==> src/rtl/count_display_driver_if.sv <==
// Link between the step counter and the display driver: the binary count in,
// and the BCD result with its status flags out.
interface count_display_driver_if;
    logic [7:0]  count;
    logic [11:0] bcd;
    logic        valid;
    logic        busy;

    modport master (output count, input bcd, input valid, input busy);
    modport slave  (input count, output bcd, output valid, output busy);
endinterface

==> src/rtl/count_display_driver.sv <==
// Converts the 8-bit count to BCD with a bit-serial double-dabble engine and
// scans the three digits onto a common-anode 7-segment display with zero blanking.
module count_display_driver #(
    parameter int SCAN_DIV       = 50000,
    parameter bit SEG_ACTIVE_LOW = 1'b1
) (
    input  logic                  clk,
    input  logic                  rst,
    count_display_driver_if.slave bus,
    output logic [2:0]            an,
    output logic [6:0]            seg
);
    localparam int         PW      = (SCAN_DIV > 2) ? $clog2(SCAN_DIV) : 1;
    localparam logic [6:0] SEG_OFF = SEG_ACTIVE_LOW ? 7'h7F : 7'h00;

    typedef enum logic {IDLE, SHIFT} state_t;

    state_t      state, state_next;
    logic [19:0] sr, sr_next, sr_adj, sr_shift;
    logic [2:0]  bit_cnt, bit_cnt_next;
    logic [7:0]  last_val, last_val_next;
    logic        pending, pending_next;
    logic [11:0] bcd_q, bcd_next;
    logic        valid_q, valid_next;
    logic        busy_q, busy_next;

    logic [PW-1:0] prescaler;
    logic [1:0]    idx, idx_next;
    logic          last_tick;
    logic [3:0]    digit;
    logic          blank;
    logic [6:0]    lit;
    logic [6:0]    seg_next;

    // sr holds {hundreds, tens, ones, binary}; nibbles >= 5 are corrected before each shift
    always_comb begin
        sr_adj = sr;
        for (int i = 0; i < 3; i++) begin
            if (sr[8 + 4*i +: 4] >= 4'd5)
                sr_adj[8 + 4*i +: 4] = sr[8 + 4*i +: 4] + 4'd3;
        end
        sr_shift = {sr_adj[18:0], 1'b0};
    end

    always_ff @(posedge clk) begin
        if (rst) begin
            state    <= IDLE;
            sr       <= '0;
            bit_cnt  <= '0;
            last_val <= '0;
            pending  <= 1'b1;
            bcd_q    <= '0;
            valid_q  <= 1'b0;
            busy_q   <= 1'b0;
        end else begin
            state    <= state_next;
            sr       <= sr_next;
            bit_cnt  <= bit_cnt_next;
            last_val <= last_val_next;
            pending  <= pending_next;
            bcd_q    <= bcd_next;
            valid_q  <= valid_next;
            busy_q   <= busy_next;
        end
    end

    always_comb begin
        state_next    = state;
        sr_next       = sr;
        bit_cnt_next  = bit_cnt;
        last_val_next = last_val;
        pending_next  = pending;
        bcd_next      = bcd_q;
        valid_next    = valid_q;
        busy_next     = busy_q;
        case (state)
            IDLE: begin
                if (pending || (bus.count != last_val)) begin
                    sr_next       = {12'd0, bus.count};
                    last_val_next = bus.count;
                    pending_next  = 1'b0;
                    bit_cnt_next  = 3'd0;
                    busy_next     = 1'b1;
                    state_next    = SHIFT;
                end
            end
            SHIFT: begin
                sr_next      = sr_shift;
                bit_cnt_next = bit_cnt + 3'd1;
                if (bit_cnt == 3'd7) begin
                    bcd_next   = sr_shift[19:8];
                    valid_next = 1'b1;
                    busy_next  = 1'b0;
                    state_next = IDLE;
                end
            end
            default: state_next = IDLE;
        endcase
    end

    assign bus.bcd   = bcd_q;
    assign bus.valid = valid_q;
    assign bus.busy  = busy_q;

    assign last_tick = (prescaler == PW'(SCAN_DIV - 1));

    always_comb begin
        idx_next = idx;
        if (last_tick)
            idx_next = (idx == 2'd2) ? 2'd0 : idx + 2'd1;
    end

    // an and seg are both derived from the upcoming digit index so they switch together
    always_comb begin
        case (idx_next)
            2'd1:    digit = bcd_q[7:4];
            2'd2:    digit = bcd_q[11:8];
            default: digit = bcd_q[3:0];
        endcase
        blank = !valid_q
              || ((idx_next == 2'd2) && (bcd_q[11:8] == 4'd0))
              || ((idx_next == 2'd1) && (bcd_q[11:8] == 4'd0) && (bcd_q[7:4] == 4'd0));
        case (digit)
            4'd0:    lit = 7'h3F;
            4'd1:    lit = 7'h06;
            4'd2:    lit = 7'h5B;
            4'd3:    lit = 7'h4F;
            4'd4:    lit = 7'h66;
            4'd5:    lit = 7'h6D;
            4'd6:    lit = 7'h7D;
            4'd7:    lit = 7'h07;
            4'd8:    lit = 7'h7F;
            4'd9:    lit = 7'h6F;
            default: lit = 7'h00;
        endcase
        if (blank)
            seg_next = SEG_OFF;
        else
            seg_next = SEG_ACTIVE_LOW ? ~lit : lit;
    end

    always_ff @(posedge clk) begin
        if (rst) begin
            prescaler <= '0;
            idx       <= 2'd0;
            an        <= 3'b110;
            seg       <= SEG_OFF;
        end else begin
            prescaler <= last_tick ? '0 : prescaler + 1'b1;
            idx       <= idx_next;
            an        <= ~(3'b001 << idx_next);
            seg       <= seg_next;
        end
    end
endmodule

==> src/flat_wrapper.sv <==
// flat-port wrapper written by rule: the top's interface ports become plain ports
module count_display_driver_flat 
#(
    parameter int SCAN_DIV       = 50000,
    parameter bit SEG_ACTIVE_LOW = 1'b1
)
  (clk, rst, an, seg, bus_count, bus_bcd, bus_valid, bus_busy);
  count_display_driver_if bus_i ();
  input  logic clk;
  input  logic rst;
  output logic [2:0] an;
  output logic [6:0] seg;
  input wire logic [$bits(bus_i.count)-1:0] bus_count;
  output wire logic [$bits(bus_i.bcd)-1:0] bus_bcd;
  output wire logic [$bits(bus_i.valid)-1:0] bus_valid;
  output wire logic [$bits(bus_i.busy)-1:0] bus_busy;
  assign bus_i.count = bus_count;
  assign bus_bcd = bus_i.bcd;
  assign bus_valid = bus_i.valid;
  assign bus_busy = bus_i.busy;
  count_display_driver #(.SCAN_DIV(SCAN_DIV), .SEG_ACTIVE_LOW(SEG_ACTIVE_LOW)) u_core (.clk(clk), .rst(rst), .bus(bus_i), .an(an), .seg(seg));
endmodule
==> config.mk <==
export PLATFORM = sky130hd
export DESIGN_NAME = count_display_driver_flat
export DESIGN_NICKNAME = d
export VERILOG_FILES = /design/src/rtl/count_display_driver_if.sv /design/src/rtl/count_display_driver.sv /design/src/flat_wrapper.sv
export SDC_FILE = /design/constraint.sdc
export NUM_CORES = 1
export LEC_CHECK = 0
export ABC_CLOCK_PERIOD_IN_PS = 4300
export BUFFER_PORTS_ARGS = -buffer_cell sky130_fd_sc_hd__buf_2
export CELL_PAD_IN_SITES_DETAIL_PLACEMENT = 0
export CELL_PAD_IN_SITES_GLOBAL_PLACEMENT = 2
export CORE_ASPECT_RATIO = 0.7
export CORE_MARGIN = 8
export CORE_UTILIZATION = 36
export CTS_BUF_LIST = sky130_fd_sc_hd__clkbuf_16
export DETAILED_ROUTE_END_ITERATION = 6
export MAX_ROUTING_LAYER = met4
export PLACE_DENSITY = 0.81
export RECOVER_POWER = 50
export SYNTH_ARGS = -nofsm -noshare
export SYNTH_HDL_FRONTEND = slang
export SYNTH_SLANG_ARGS = --single-unit
==> constraint.sdc <==
create_clock -name clk -period 4.3 [get_ports clk]
set_input_delay 0.43 -clock clk [delete_from_list [all_inputs] [get_ports clk]]
set_output_delay 0.43 -clock clk [all_outputs]
set_load 0.1 [all_outputs]
# Word level (Yosys, flattened, before mapping)
# Memories as Yosys holds them, arrays and structs flattened.
# Index checks and enable logic that the tools add are counted.
[word_totals] input_bits=10 rom_bits=112 mem_count=1 wordCells=64 output_inout_bits=24 register_bits=75
[mem_list] name="(no name shown)" words=16 word_bits=7 read_ports=1 rd_clocked_by_memory_dff=0 write_ports=0 line="count_display_driver.sv:123" text="case (digit)"
[op_classes] mux=16 eq_ne=8 n_reduce_logical=14 n_lt_le_gt_ge=3 n_shift=1 bitwise_logic=3 addsub=6
[ops] cell="20-bit case mux with 2 select lines" n=1
[ops] cell="20-bit two-way mux" n=1
[ops] cell="16-bit by 1-bit adder with 16-bit output (second input constant)" n=1
[ops] cell="16-bit == test (second input constant)" n=1
[ops] cell="4-bit by 3-bit greater-or-equal comparator with 1-bit output (second input constant)" n=3
[ops] cell="4-bit by 2-bit adder with 4-bit output (second input constant)" n=2
[ops] cell="4-bit zero test" n=2
[ops] cell="4-bit two-way mux" n=2
[ops] cell="8-bit != test" n=1
[ops] cell="4-bit case mux with 2 select lines" n=1
[ops] cell="7-bit NOT" n=1
[ops] cell="3-bit two-way mux" n=2
[ops] cell="3-bit case mux with 2 select lines" n=1
[ops] cell="2-bit AND reduction" n=3
[ops] cell="2-bit == test (second input constant)" n=2
[ops] cell="1-bit two-way mux" n=4
[ops] cell="2-bit two-way mux" n=2
[ops] cell="1-bit case mux with 2 select lines" n=2
[ops] cell="2-bit OR reduction" n=2
[ops] cell="3-bit by 1-bit adder with 3-bit output (second input constant)" n=1
[ops] cell="3-bit by 2-bit adder with 3-bit output (second input constant)" n=1
[ops] cell="3-bit == test (second input constant)" n=1
[ops] cell="1-bit logical AND" n=3
[ops] cell="1-bit logical OR" n=3
[ops] cell="other kinds (8)" n=8

# Logic depth before layout (Yosys ltp)
[depth] ltp_word=8 depth_mapped=13 depth_no_buf=13

# Worst setup path before layout
# Ideal clock, no wire load.
[synth_timing] kind="register -> register" from="register u_core.prescaler[0]" to="register u_core.seg[6]" t_arrival_ns=3.011 path_slack_ns=1.167 path_stages_with_launch=14 required_time_ns=4.178 period_less_slack_ns=3.133 path_cell_list="dfxtp_1 -> ha_1 -> nand3_1 -> nor4_1 -> mux2i_1 -> inv_1 -> ha_1 -> a22o_1 -> mux2i_1 -> inv_1 -> ha_1 -> mux2_2 -> o21ai_0 -> nand2_1"
[synth_via] elab_chain_cells=7 word_cells_on_any_way=13 cone_classes="eq/ne: 3; mux: 2; bitwise: 1; reduce/logical: 6; memory: 1"
[synth_lines] item="start, declared" line="count_display_driver.sv:27" text="logic [PW-1:0] prescaler;"
[synth_lines] item="start signal, assigned" line="count_display_driver.sv:149" text="prescaler <= last_tick ? '0 : prescaler + 1'b1;"
[synth_lines] item="16-bit == test *" line="count_display_driver.sv:105" text="assign last_tick = (prescaler == PW'(SCAN_DIV - 1));"
[synth_lines] item="2-bit two-way mux *" line="count_display_driver.sv:109" text="if (last_tick)"
[synth_lines] item="net u_core.idx_next[0]" line="count_display_driver.sv:28" text="logic [1:0] idx, idx_next;"
[synth_lines] item="branches (longest 5 deep; another with memory read 16 x 7 bit)"
[synth_lines] item="end signal, assigned" line="count_display_driver.sv:152" text="seg <= seg_next;"
[synth_lines] item="end, declared" line="count_display_driver.sv:11" text="output logic [6:0] seg"
# Mark *: on every way through the listed nets, which the timed path passes.
# A chain may end at the register's enable or synchronous reset.

# Worst setup path after layout
# Same ends and word-level chain as after synthesis.

==> reports/summary.txt <==
die footprint = 12900 um^2
H-tree depth reported by CTS = 3
cell row count = 29
most frequent CP cell = ha_1
initial antenna violation count = 0
number of buffer cells added on primary ports = 33
# clock sinks = 75
Initial DRC Count = 189
Yosys warnings = 0
EDFF count, synth = 0
cell with the most instances after synthesis = dfxtp_1
unrepaired setup endpoints after global routing = no
CP startpoint kind = flip-flop
GP Congestion = 0.778
Fill cells = 930
wire per inst = 13.4 um
CP max stage delay = 0.42 ns
CP endpoint kind = flip-flop
mapped cell area = 3410 um^2
Crit Path Max Fanout = 6
Synth Area per Inst = 8.91 um^2
Post-Route Skew = 0.00765 ns
CTS tree = yes
PwrDens = 413 nW/um^2
Slew headroom = 0.0617
dominant cells by area after synthesis = dfxtp_1 44%, mux2i_1 7.0%, ha_1 6.2%, nor2_1 5.0%, xnor2_1 3.9%
top cell type's share of synthesized area = 0.440
total grt overflow = 0
Final HPWL DP = 4990 um
final worst-path cycle share = 0.825
Post-Syn Nets = 410
# nets final = 439
Initial Util = 0.373
Post-CTS Setup Bufs = 0
largest net degree at the start of global routing = 46
number of synthesized register bits = 75
Antenna diodes = 0
vias in the first global route = 2452
Die Ht = 97.4 um
CP max-delay cell = nor4_1
clk slew on worst S/H paths = 0.06 ns
FMAX = 282 MHz
Max-Cap Viols = 0
Via density = 4.75
most frequent cells after synthesis = 75 x dfxtp_1, 45 x nor2_1, 33 x nand2_1, 25 x a21oi_1, 25 x nand3_1
Leakage = 1.50 nW
layout overhead on the synthesized area = 16.9%
slew at the pin closest to its max-slew limit = 1.41 ns
cell taking the most area after synthesis = dfxtp_1
worst vdd ir = 0.239 mV
first-pass GRT wire length = 12100 um
worst-path cell chain = ha_1 -> nand3_1 -> nor4_1 -> mux2i_1 -> inv_1 -> ha_1 -> a22o_1 -> mux2i_1 -> inv_1 -> ha_1 -> mux2_2 -> o21ai_0 -> nand2_1
HP Start = bus_count[0]
drc violations = 0
CP bufs+invs = 2
sequential fraction of the synthesis area = 0.440
worst min-delay path category = input pin to flip-flop
layout cell share with drive strength beyond 1 = 0.0815
cts bufs inserted = 9
DR vias = 2568
async set-or-reset flop fraction in the synthesized netlist = 0
WL final = 7250 um
Antenna Nets Post-Route = 0
gr usage total = 0.119
Synth cell types = 36
Critical Path AT = 3.75 ns
clock buffer depth = 2
CP delay by family, top = multiplexers
Synth Flop Type = dfxtp_1
die width = 132 um
final setup fails = 0
clk_lat worst skew = 0.33 ns
Final Util = 0.436
core region area = 9140 um^2
setup TNS = 0 ns
Post-CTS Resized = 0
Detailed Routing Iterations Pass 1 = 5
max-slew violations = 0
Final Critical Period = 3.55 ns
Tot Pwr = 1.65 mW
hold slack final = 0.377 ns
R2R Path Start = u_core.prescaler[0]
Ports = 34
Hold Violations, Final = 0
hold_buf cts = 0
post-synthesis instance total = 383
critical path startpoint = u_core.prescaler[0]
run status = finished, final reports clean
Root Driver = clkbuf_16
WP data required = 4.51 ns
Crit Path Class = flip-flop to flip-flop
-- metrics by stage --
step	instance area (um^2)	cells	worst slack, ns
after floorplan	3410	383	1.17
after global placement	3680	525	0.933
after detailed placement	3680	525	0.781
after CTS	4020	541	0.759
after global routing	3990	541	0.350
final	3990	541	0.754
-- layout by cell type (no fill, tap or decap), types with 3 or more instances in the layout --
master,n
a211oi_1,7
a21oi_1,25
a22o_1,7
a31oi_1,3
and2_1,3
buf_2,9
buf_4,3
bufinv_16,3
clkbuf_1,25
clkbuf_16,9
dfxtp_1,75
ha_1,17
inv_1,13
mux2_2,3
mux2i_1,24
nand2_1,33
nand2b_1,13
nand3_1,25
nand4_1,4
nor2_1,45
nor3_1,3
nor4_1,5
o21ai_0,16
or2_2,3
xnor2_1,15
xor2_1,10
-- cell families after synthesis --
logic type / count (synthesis) / share of synthesized area
buf+inv: 31 / 0.0374
simple gates: 143 / 0.201
xor+xnor: 25 / 0.0642
mux: 27 / 0.0803
flops: 75 / 0.440
compound gates: 65 / 0.114
fa+ha+maj: 17 / 0.0624
-- sequential cells by signal (all words and copies together), names as in the netlist --
signal / count
u_core.an: 3
u_core.idx: 2
u_core.state: 1
u_core.bus.busy: 1
u_core.sr: 20
u_core.seg: 7
u_core.bus.valid: 1
u_core.last_val: 8
u_core.bit_cnt: 3
u_core.prescaler: 16
u_core.pending: 1
u_core.bus.bcd: 12
-- worst register-to-register path, cell delays in order, from the launching register on --
cell     delay [ns]
dfxtp_1        0.38
ha_1           0.20
nand3_1        0.21
nor4_1         0.42
mux2i_1        0.40
inv_1          0.08
ha_1           0.28
a22o_1         0.26
mux2i_1        0.38
inv_1          0.12
ha_1           0.23
mux2_2         0.25
o21ai_0        0.14
nand2_1        0.06
-- power breakdown --
group / leakage (nW) / internal [mW] / switching, mW
registers: 0.610 / 0.710 / 0.0111
logic: 0.720 / 0.0262 / 0.0451
clock network: 0.171 / 0.566 / 0.287
-- metal layers --
layer	GRT usage	vias up	part of all wire
li1	-	1364	-
met1	0.154	1157	0.54
met2	0.167	39	0.41
met3	0.0418	8	0.043
met4	0.0435	0	0.012
met5	-	-	0
-- final timing paths --
path,to,slack [ns],cells past startpoint
max,u_core.seg[6],0.75,13
min reg2reg,u_core.sr[17],0.47,2
max reg2reg,u_core.seg[6],0.75,13
min,u_core.last_val[0],0.38,3
-- cell type report --
class	instances	area, um^2	share of cell area
clock buffers	9	225	0.0565
flip-flops and latches	75	1500	0.377
clock inverters	7	116	0.0292
inverters	12	45.0	0.0113
well taps	124	155	0.0389
repair buffers	37	161	0.0405
multi-input cells	277	1780	0.447
(Power assumes the default switching activity.)
